--- src/rtl/demux_sel_sequencer_pkg.sv ---
// demux_seq_pkg: shared types, constants and lane-search helpers for the
// demux select sequencer.
package demux_seq_pkg;

  localparam int SEL_W = 3;
  localparam int NCH   = 8;

  typedef struct packed {
    logic [2:0] addr;
    logic       data;
  } seq_item_t;

  typedef enum logic [1:0] {
    S_IDLE  = 2'd0,
    S_ISSUE = 2'd1,
    S_PAUSE = 2'd2
  } seq_state_t;

  // First enabled lane at or after 'start', wrapping. Returns {found, lane}.
  function automatic logic [3:0] next_lane(input logic [NCH-1:0] mask,
                                           input logic [SEL_W-1:0] start);
    logic [3:0]       res;
    logic [SEL_W-1:0] idx;
    res = 4'b0000;
    // Walk from the farthest offset down so the nearest enabled lane wins.
    for (int i = NCH - 1; i >= 0; i--) begin
      idx = start + 3'(i);
      if (mask[idx]) begin
        res = {1'b1, idx};
      end else begin
        res = res;
      end
    end
    return res;
  endfunction

  // Highest-numbered enabled lane (0 when nothing is enabled).
  function automatic logic [SEL_W-1:0] highest_lane(input logic [NCH-1:0] mask);
    logic [SEL_W-1:0] res;
    res = 3'd0;
    for (int i = 0; i < NCH; i++) begin
      if (mask[i]) begin
        res = 3'(i);
      end else begin
        res = res;
      end
    end
    return res;
  endfunction

endpackage

--- src/rtl/demux_sel_sequencer_fifo.sv ---
// seq_fifo: synchronous FIFO of seq_item_t with occupancy count and
// full/empty flags. Synchronous active-low reset flushes the pointers.
module seq_fifo
  import demux_seq_pkg::*;
#(
  parameter int DEPTH = 4
) (
  input  logic                     clk,
  input  logic                     rst_n,
  input  logic                     push,
  input  logic                     pop,
  input  seq_item_t                wdata,
  output seq_item_t                rdata,
  output logic [$clog2(DEPTH):0]   count,
  output logic                     full,
  output logic                     empty
);

  localparam int AW = $clog2(DEPTH);
  localparam int CW = AW + 1;

  seq_item_t         mem_q [DEPTH];
  seq_item_t         mem_d [DEPTH];
  logic [AW-1:0]     wr_ptr_q, wr_ptr_d;
  logic [AW-1:0]     rd_ptr_q, rd_ptr_d;
  logic [CW-1:0]     count_q, count_d;

  // Next-state of storage, pointers and occupancy.
  always_comb begin
    mem_d    = mem_q;
    wr_ptr_d = wr_ptr_q;
    rd_ptr_d = rd_ptr_q;
    if (push) begin
      mem_d[wr_ptr_q] = wdata;
      wr_ptr_d        = wr_ptr_q + AW'(1);
    end else begin
      wr_ptr_d = wr_ptr_q;
    end
    if (pop) begin
      rd_ptr_d = rd_ptr_q + AW'(1);
    end else begin
      rd_ptr_d = rd_ptr_q;
    end
    case ({push, pop})
      2'b10:   count_d = count_q + CW'(1);
      2'b01:   count_d = count_q - CW'(1);
      default: count_d = count_q;
    endcase
  end

  // Pointer/count registers with synchronous flush; storage needs no reset.
  always_ff @(posedge clk) begin
    if (!rst_n) begin
      wr_ptr_q <= {AW{1'b0}};
      rd_ptr_q <= {AW{1'b0}};
      count_q  <= {CW{1'b0}};
    end else begin
      wr_ptr_q <= wr_ptr_d;
      rd_ptr_q <= rd_ptr_d;
      count_q  <= count_d;
    end
    mem_q <= mem_d;
  end

  assign rdata = mem_q[rd_ptr_q];
  assign count = count_q;
  assign full  = (count_q == CW'(DEPTH));
  assign empty = (count_q == {CW{1'b0}});

endmodule

--- src/rtl/demux_sel_sequencer.sv ---
// demux_sel_sequencer: buffers a handshaked 1-bit stream and issues at most
// one item per cycle as {select, data} for a 1-to-8 demux tree, either
// round-robin over the lanes or addressed by each item's destination tag.
// Optional feature macro SEQ_CH_MASK_EN adds a lane-enable mask (ch_mask)
// and a drop pulse for items that cannot be delivered.
module demux_sel_sequencer
  import demux_seq_pkg::*;
#(
  parameter int DEPTH = 4
) (
  input  logic                     clk,
  input  logic                     rst_n,
  input  logic                     in_valid,
  output logic                     in_ready,
  input  logic                     in_data,
  input  logic [SEL_W-1:0]         in_addr,
  input  logic                     mode,
  input  logic                     hold,
`ifdef SEQ_CH_MASK_EN
  input  logic [NCH-1:0]           ch_mask,
  output logic                     drop,
`endif
  output logic [SEL_W-1:0]         out_sel,
  output logic                     out_data,
  output logic                     out_valid,
  output logic                     frame_done,
  output logic [$clog2(DEPTH):0]   fifo_count
);

  localparam int CW = $clog2(DEPTH) + 1;

  seq_item_t         entry_s;
  seq_item_t         wr_item_s;
  logic [CW-1:0]     count_s;
  logic              full_s, empty_s;
  logic              push_s, pop_s;
  logic [NCH-1:0]    mask_s;
  logic [3:0]        rr_pick_s, rr_next_s;
  logic [SEL_W-1:0]  lane_s;
  logic              lane_en_s, issue_s, drop_s, will_empty_s;

  seq_state_t        state_q, state_d;
  logic [SEL_W-1:0]  rr_ptr_q, rr_ptr_d;
  logic [SEL_W-1:0]  out_sel_q, out_sel_d;
  logic              out_data_q, out_data_d;
  logic              out_valid_q, out_valid_d;
  logic              frame_done_q, frame_done_d;
  logic              drop_q, drop_d;

`ifdef SEQ_CH_MASK_EN
  assign mask_s = ch_mask;
  assign drop   = drop_q;
`else
  assign mask_s = 8'hFF;
`endif

  // No full-bypass: a pop in the same cycle does not open the door.
  assign in_ready  = rst_n & ~full_s;
  assign push_s    = in_valid & in_ready;
  assign pop_s     = ~empty_s & ~hold;
  assign wr_item_s = '{addr: in_addr, data: in_data};

  seq_fifo #(.DEPTH(DEPTH)) u_fifo (
    .clk   (clk),
    .rst_n (rst_n),
    .push  (push_s),
    .pop   (pop_s),
    .wdata (wr_item_s),
    .rdata (entry_s),
    .count (count_s),
    .full  (full_s),
    .empty (empty_s)
  );

  // Lane choice for the head entry and the round-robin pointer advance.
  always_comb begin
    rr_pick_s = next_lane(mask_s, rr_ptr_q);
    rr_next_s = next_lane(mask_s, rr_pick_s[2:0] + 3'd1);
    rr_ptr_d  = rr_ptr_q;
    if (mode) begin
      lane_s    = entry_s.addr;
      lane_en_s = mask_s[entry_s.addr];
    end else begin
      lane_s    = rr_pick_s[2:0];
      lane_en_s = rr_pick_s[3];
      if (pop_s && rr_next_s[3]) begin
        rr_ptr_d = rr_next_s[2:0];
      end else begin
        rr_ptr_d = rr_ptr_q;
      end
    end
  end

  // Output register next-values; select holds when nothing is issued.
  always_comb begin
    issue_s      = pop_s & lane_en_s;
    drop_s       = pop_s & ~lane_en_s;
    out_valid_d  = issue_s;
    out_data_d   = issue_s & entry_s.data;
    frame_done_d = issue_s & ~mode & (lane_s == highest_lane(mask_s));
    drop_d       = drop_s;
    if (issue_s) begin
      out_sel_d = lane_s;
    end else begin
      out_sel_d = out_sel_q;
    end
  end

  // Sequencer state: idle when the FIFO will be empty, paused on hold.
  always_comb begin
    will_empty_s = ((count_s == CW'(0)) & ~push_s) |
                   ((count_s == CW'(1)) & pop_s & ~push_s);
    case (state_q)
      S_IDLE: begin
        if (hold)              state_d = S_PAUSE;
        else if (!will_empty_s) state_d = S_ISSUE;
        else                   state_d = S_IDLE;
      end
      S_ISSUE: begin
        if (hold)              state_d = S_PAUSE;
        else if (will_empty_s) state_d = S_IDLE;
        else                   state_d = S_ISSUE;
      end
      S_PAUSE: begin
        if (hold)              state_d = S_PAUSE;
        else if (will_empty_s) state_d = S_IDLE;
        else                   state_d = S_ISSUE;
      end
      default:                 state_d = S_IDLE;
    endcase
  end

  // State, round-robin pointer and registered outputs.
  always_ff @(posedge clk) begin
    if (!rst_n) begin
      state_q      <= S_IDLE;
      rr_ptr_q     <= 3'd0;
      out_sel_q    <= 3'd0;
      out_data_q   <= 1'b0;
      out_valid_q  <= 1'b0;
      frame_done_q <= 1'b0;
      drop_q       <= 1'b0;
    end else begin
      state_q      <= state_d;
      rr_ptr_q     <= rr_ptr_d;
      out_sel_q    <= out_sel_d;
      out_data_q   <= out_data_d;
      out_valid_q  <= out_valid_d;
      frame_done_q <= frame_done_d;
      drop_q       <= drop_d;
    end
  end

  assign out_sel    = out_sel_q;
  assign out_data   = out_data_q;
  assign out_valid  = out_valid_q;
  assign frame_done = frame_done_q;
  assign fifo_count = count_s;

`ifndef SEQ_CH_MASK_EN
  // Drop can never fire without a mask; keep the register referenced.
  logic unused_s;
  assign unused_s = drop_q;
`endif

endmodule

--- config.mk ---
export PLATFORM = sky130hd
export DESIGN_NAME = demux_sel_sequencer
export DESIGN_NICKNAME = d
export VERILOG_FILES = /design/src/rtl/demux_sel_sequencer_pkg.sv /design/src/rtl/demux_sel_sequencer_fifo.sv /design/src/rtl/demux_sel_sequencer.sv
export SDC_FILE = /design/constraint.sdc
export NUM_CORES = 1
export LEC_CHECK = 0
export ABC_CLOCK_PERIOD_IN_PS = 5800
export CAP_MARGIN = 20
export CORE_MARGIN = 3
export CORE_UTILIZATION = 55
export CTS_BUF_LIST = sky130_fd_sc_hd__clkbuf_2
export DETAILED_ROUTE_END_ITERATION = 10
export MAX_ROUTING_LAYER = met4
export PLACE_DENSITY = 0.8
export SYNTH_ARGS = -nofsm -noshare
export SYNTH_HDL_FRONTEND = slang
export SYNTH_SLANG_ARGS = --single-unit
--- constraint.sdc ---
create_clock -name clk -period 5.8 [get_ports clk]
set_input_delay 1.16 -clock clk [delete_from_list [all_inputs] [get_ports clk]]
set_output_delay 1.16 -clock clk [all_outputs]
set_load 0.03 [all_outputs]
==> results of run 1 <==
-- final timing paths --
path	startpoint	end	slack [ns]
worst max-delay path	rst_n	in_ready	1.71
worst min register to register	rr_ptr_q[2]$_SDFFE_PN0P_	rr_ptr_q[2]$_SDFFE_PN0P_	0.48
worst min-delay path	rr_ptr_q[2]$_SDFFE_PN0P_	rr_ptr_q[2]$_SDFFE_PN0P_	0.48
worst max register to register	u_fifo.count[2]$_SDFFE_PN0P_	u_fifo.count[2]$_SDFFE_PN0P_	3.47
-- worst register-to-register path: cells and delay by family (launching register included) --
kind	cells	cell delay (ns)
AO/OA/AOI/OAI	1	0.14
buffers and inverters	1	0.07
XOR/XNOR	1	0.07
AND/OR/NAND/NOR	3	1.16
flip-flops	1	0.40
adder cells (fa/ha/maj)	2	0.43
-- report_power, final --
| group | total, mW | internal, mW | switching, mW |
|---|---|---|---|
| Combinational | 0.229 | 0.0991 | 0.130 |
| Sequential | 0.304 | 0.270 | 0.0346 |
| Clock | 0.103 | 0.0323 | 0.0709 |
| Total | 0.636 | 0.401 | 0.235 |
-- cells in the final DEF (no fill, tap or decap), types with 2 or more instances in the layout --
master           instances
a21oi_1                  6
and2_1                   5
clkbuf_2                 7
clkdlybuf4s50_1         18
dfxtp_1                 16
edfxtp_1                16
ha_1                     6
inv_1                    9
mux2i_1                  8
nand2_1                  6
nand2b_1                 5
nor2_1                   6
nor3_2                   2
o21ai_0                  2
o22ai_1                  2
o31ai_1                  2
or3_1                    2
or4_1                    2
xor2_1                   2
-- logic make-up after synthesis --
family / count (synthesis)
mux: 10
fa+ha+maj: 7
xor+xnor: 2
flops: 32
buf+inv: 14
compound gates: 20
simple gates: 32
-- final cells by class --
class / count / area, um2
flip-flops and latches: 32 / 801
fillers: 186 / 689
multi-input cells: 71 / 558
repair buffers: 18 / 180
inverters: 10 / 37.5
clock buffers: 7 / 35.0
well taps: 28 / 35.0
clock inverters: 1 / 3.75
-- state kept, by name, summed over array words and instances, names as in the netlist --
name	count
frame_done	1
out_data	1
out_sel	3
out_valid	1
rr_ptr_q	3
u_fifo.count	3
u_fifo.mem_q	16
u_fifo.rd_ptr_q	2
u_fifo.wr_ptr_q	2
-- layer usage --
metal  part of all wire [%]  track usage [%]  wire [um]
met2                     47             27.2       1130
met1                     44             19.1       1060
met4                    2.8             10.9         66
met5                      0                -          0
met3                    5.8             7.36        139
==> flow_summary.json, run 1 <==
{
  "outcome": "finished clean",
  "arrival_ns": 2.93,
  "diodes": 0,
  "synthSimpleGateAreaFrac_pct": 13.1,
  "cts.path.max_buffers": 2,
  "setup_viol": 0,
  "overflow": 0,
  "wire_per_inst_um": 14.3,
  "drt-total-wl_mm": 2.39,
  "vias_per_cell": 5.68,
  "postCtsSetupBuffers": 0,
  "clock.fmax_mhz": 245,
  "holdWs_ns": 0.482,
  "vias": 949,
  "synth_seq_cells": 32,
  "path_class": "in2out",
  "synth_cells": 117,
  "tritoncts": "done",
  "drive_gt1_share_pct": 10.8,
  "post-route-min-period_ns": 4.09,
  "core_region_area_um2": 2340,
  "initial_core_util_pct": 60.8,
  "cap_violations": 0,
  "fin_area_um2": 1650,
  "htree_levels": 2,
  "holdCritPathClass": "reg2reg",
  "synth_compound_area_share_pct": 9.94,
  "syn_avg_cell_area_um2": 12.2,
  "synthXorXnorAreaFrac_pct": 1.23,
  "path_clk_slew_ns": 0.15,
  "power.leakage_nw": 0.585,
  "antenna_found_initial": 0,
  "syn_area_um2": 1420,
  "pin_count": 19,
  "ctsHoldBuffers": 0,
  "placed_cells": 159,
  "cp.buffers_inverters": 3,
  "fin_ws_ns": 1.71,
  "grt_pass1_wl_mm": 4.07,
  "max-slew-margin-rel_pct": 48.2,
  "final_cells": 167,
  "grt_use_total_pct": 17.8,
  "synth_edf_count": 16,
  "drt_pass1_iterations": 4,
  "async_flop_share_pct": 0,
  "ir_drop_v": 0.000342,
  "crit_family": "buffers and inverters",
  "path_common_cell": "clkdlybuf4s50_1",
  "cts_resized": 0,
  "yosys.area.top_type": "edfxtp_1",
  "place_ws_ns": 1.69,
  "clkLatencyLatePin_ns": 0.36,
  "dieWidth_um": 56.9,
  "syn_nets": 133,
  "cp-start-kind": "input port",
  "cp_num_cells": 4,
  "worstMarginPinSlew_ns": 0.773,
  "yosys_warnings": 0,
  "synth_top_family_by_area": "simple AND/OR/NAND/NOR gates",
  "cts_sinks": 32,
  "area_growth_pct": 16.0,
  "synth.top_cells.by_count": "dfxtp_1 (16), edfxtp_1 (16), inv_1 (9)",
  "yosysUniqueCellTypes": 36,
  "antenna_left": 0,
  "crit_required_ns": 4.64,
  "synth_top_cell_area_share_pct": 33.8,
  "post-route-period-util_pct": 70.5,
  "fin_util_pct": 70.5,
  "ys_top_cells_by_area": "edfxtp_1 (34%), dfxtp_1 (23%), mux2i_1 (5.6%)",
  "critPathSlowestCell": "clkdlybuf4s50_1",
  "dp_hpwl_mm": 1.78,
  "cts-root-buf": "clkbuf_2",
  "path_cells": "clkdlybuf4s50_1 -> inv_1 -> a21oi_1 -> clkdlybuf4s50_1",
  "drc": 0,
  "drt_iter0_markers": 22,
  "critPathCaptureType": "output port",
  "finalHoldViolations": 0,
  "nNetsFinal": 154,
  "max_stage_delay_ns": 0.69,
  "synthFlopType": "edfxtp_1",
  "cts_buffers": 5,
  "grt_max_degree": 15,
  "slew_viol_final": 0,
  "row_count": 17,
  "postPlaceCellArea_um2": 1610,
  "worstHoldPathCells": 2,
  "gp_congestion": 0.745,
  "dieArea_um2": 3230,
  "path_max_fanout": 11,
  "fin_tns_setup_ns": 0,
  "rsz0062_at_grt": "false",
  "synth_seq_area_share_pct": 56.3,
  "power_density_nw_per_um2": 386,
  "clock_skew_ns": 0.00618,
  "power.total_uw": 636,
  "portBuffers": 18,
  "grt_pass1_vias": 924,
  "synthAdderAreaFrac_pct": 6.68,
  "chipHeight_um": 56.9,
  "synth_mux_area_share_pct": 8.27,
  "ff2ff_path_depth": 8
}
Note: power is estimated with default switching activity, not from simulation.
==> run 2, diff against run 1 <==
--- a/config.mk
+++ b/config.mk
@@ -5,14 +5,14 @@
 export SDC_FILE = /design/constraint.sdc
 export NUM_CORES = 1
 export LEC_CHECK = 0
-export ABC_CLOCK_PERIOD_IN_PS = 5800
+export ABC_CLOCK_PERIOD_IN_PS = 3600
 export CAP_MARGIN = 20
 export CORE_MARGIN = 3
-export CORE_UTILIZATION = 55
+export CORE_UTILIZATION = 50
 export CTS_BUF_LIST = sky130_fd_sc_hd__clkbuf_2
 export DETAILED_ROUTE_END_ITERATION = 10
 export MAX_ROUTING_LAYER = met4
-export PLACE_DENSITY = 0.8
+export PLACE_DENSITY = 0.76
 export SYNTH_ARGS = -nofsm -noshare
 export SYNTH_HDL_FRONTEND = slang
 export SYNTH_SLANG_ARGS = --single-unit
==> constraint.sdc (replaced) <==
create_clock -name clk -period 3.6 [get_ports clk]
set_input_delay 0.72 -clock clk [delete_from_list [all_inputs] [get_ports clk]]
set_output_delay 0.72 -clock clk [all_outputs]
set_load 0.03 [all_outputs]
==> flow_summary.json, run 2 (synthesized netlist as in run 1, its figures left out) <==
{
  "max_stage_delay_ns": 0.68,
  "cp.buffers_inverters": 3,
  "critPathCaptureType": "output port",
  "area_growth_pct": 17.2,
  "diodes": 0,
  "nFillCells": 198,
  "row_count": 18,
  "outcome": "finished clean",
  "finalHoldViolations": 0,
  "cts_resized": 0,
  "final_cell_mix": "clkdlybuf4s50_1 (18), dfxtp_1 (16), edfxtp_1 (16), inv_1 (9), mux2i_1 (8)",
  "cts_buffers": 5,
  "path_class": "in2out",
  "chipHeight_um": 59.3,
  "core_region_area_um2": 2590,
  "path_cells": "clkdlybuf4s50_1 -> inv_1 -> a21oi_1 -> clkdlybuf4s50_1",
  "r2r_start": "u_fifo.count[2]$_SDFFE_PN0P_",
  "antenna_left": 0,
  "pin_count": 19,
  "path_max_fanout": 8,
  "cp-startpoint": "rst_n",
  "cp_num_cells": 4,
  "worstHoldPathCells": 2,
  "cts.path.max_buffers": 2,
  "dieArea_um2": 3520,
  "ctsHoldBuffers": 0,
  "nNetsFinal": 156,
  "tritoncts": "done",
  "crit_required_ns": 2.88,
  "grt_pass1_vias": 942,
  "htree_levels": 2,
  "setup_viol": 0,
  "cts_sinks": 32,
  "ff2ff_path_depth": 8,
  "grt_pass1_wl_mm": 4.37,
  "largest_register_ffs": 16,
  "grt_use_total_pct": 17.8,
  "placed_cells": 163,
  "holdCritPathClass": "reg2reg",
  "path_clk_slew_ns": 0.16,
  "clock_skew_ns": 0.0119,
  "post-route-min-period_ns": 2.90,
  "cp-start-kind": "input port",
  "ff2ff_setup_slack_ns": 1.26,
  "postCtsSetupBuffers": 0,
  "vias": 947,
  "drive_gt1_share_pct": 12.1,
  "antenna_found_initial": 0,
  "overflow": 0,
  "gp_congestion": 0.695,
  "worstMarginPinSlew_ns": 0.778,
  "drt-total-wl_mm": 2.54,
  "path_common_cell": "clkdlybuf4s50_1",
  "drt_pass1_iterations": 4,
  "dieWidth_um": 59.3,
  "cap_violations": 0,
  "drt_iter0_markers": 42,
  "max_flop_register": "u_fifo.mem_q",
  "hp-start": "rr_ptr_q[2]$_SDFFE_PN0P_",
  "slew_viol_final": 0,
  "arrival_ns": 2.18,
  "fin_tns_setup_ns": 0,
  "vias_per_cell": 5.54,
  "wire_per_inst_um": 14.8,
  "post-route-period-util_pct": 80.7,
  "rsz0062_at_grt": "false",
  "ir_drop_v": 0.000427,
  "portBuffers": 18,
  "dp_hpwl_mm": 1.93,
  "critPathSlowestCell": "clkdlybuf4s50_1",
  "drc": 0,
  "final_common_cell": "clkdlybuf4s50_1",
  "initial_core_util_pct": 54.9,
  "grt_max_degree": 15,
  "clock.fmax_mhz": 344,
  "cts-root-buf": "clkbuf_2",
  "max-slew-margin-rel_pct": 47.8,
  "final_cells": 171,
  "power.leakage_nw": 0.594,
  "power_density_nw_per_um2": 616,
  "crit_family": "buffers and inverters",
  "clkLatencyLatePin_ns": 0.35
}
## run 2: changes by cell type in the layout (fill, tap and decap cells not counted), sizes merged
cell / previous run / this run
buf: 0 / 2
## run 2: worst paths after layout
| path | to |
|---|---|
| setup / recovery | in_ready |
| hold / removal | rr_ptr_q[2]$_SDFFE_PN0P_ |
| setup reg to reg | u_fifo.count[2]$_SDFFE_PN0P_ |
| hold reg to reg | rr_ptr_q[2]$_SDFFE_PN0P_ |
## run 2: stage by stage
step	setup slack [ns]	utilization (%)	total power, mW	area (um2)	hold slack [ns]
2_1_floorplan	1.31	-	0.766	1420	0.447
3_3_place_gp	0.751	62.9	0.851	1630	0.464
3_5_place_dp	0.687	62.9	0.874	1630	0.469
4_1_cts	0.716	64.4	1.04	1670	0.488
5_1_grt	0.660	64.4	1.10	1670	0.521
6_report	0.696	64.4	1.03	1670	0.486
## run 2: metal layers
metal  up-vias  GRT usage, %  part of all wire [%]
met4         0          5.18                   1.2
met5         -             -                     0
met2        28          29.2                    52
met1       449          20.8                    41
met3         5          5.88                   5.5
li1        465             -                     -
## run 2: cell type report
class                      count  area (um2)  share of cell area, %
inverter                      10        37.5                   2.25
tap                           30        37.5                   2.25
sequential                    32         801                   48.0
clock inverter                 1        3.75                  0.225
clock buffer                   7        35.0                   2.10
multi-input combinational     71         558                   33.5
timing repair buffer          20         195                   11.7
## run 2: worst reg2reg max path, cell delays in order, from the launching register on
cell and delay [ns]:
dfxtp_1 0.41, nor3_2 0.68, nor2_1 0.19, ha_1 0.26, inv_1 0.07, fa_1 0.17, xor2_1 0.08, or3_1 0.30
a21oi_1 0.14
## run 2: power breakdown
part           switching (mW)  total (mW)  internal [mW]
Combinational           0.213       0.373          0.160
Clock                   0.112       0.164         0.0521
Sequential             0.0560       0.490          0.434
Total                   0.381        1.03          0.647
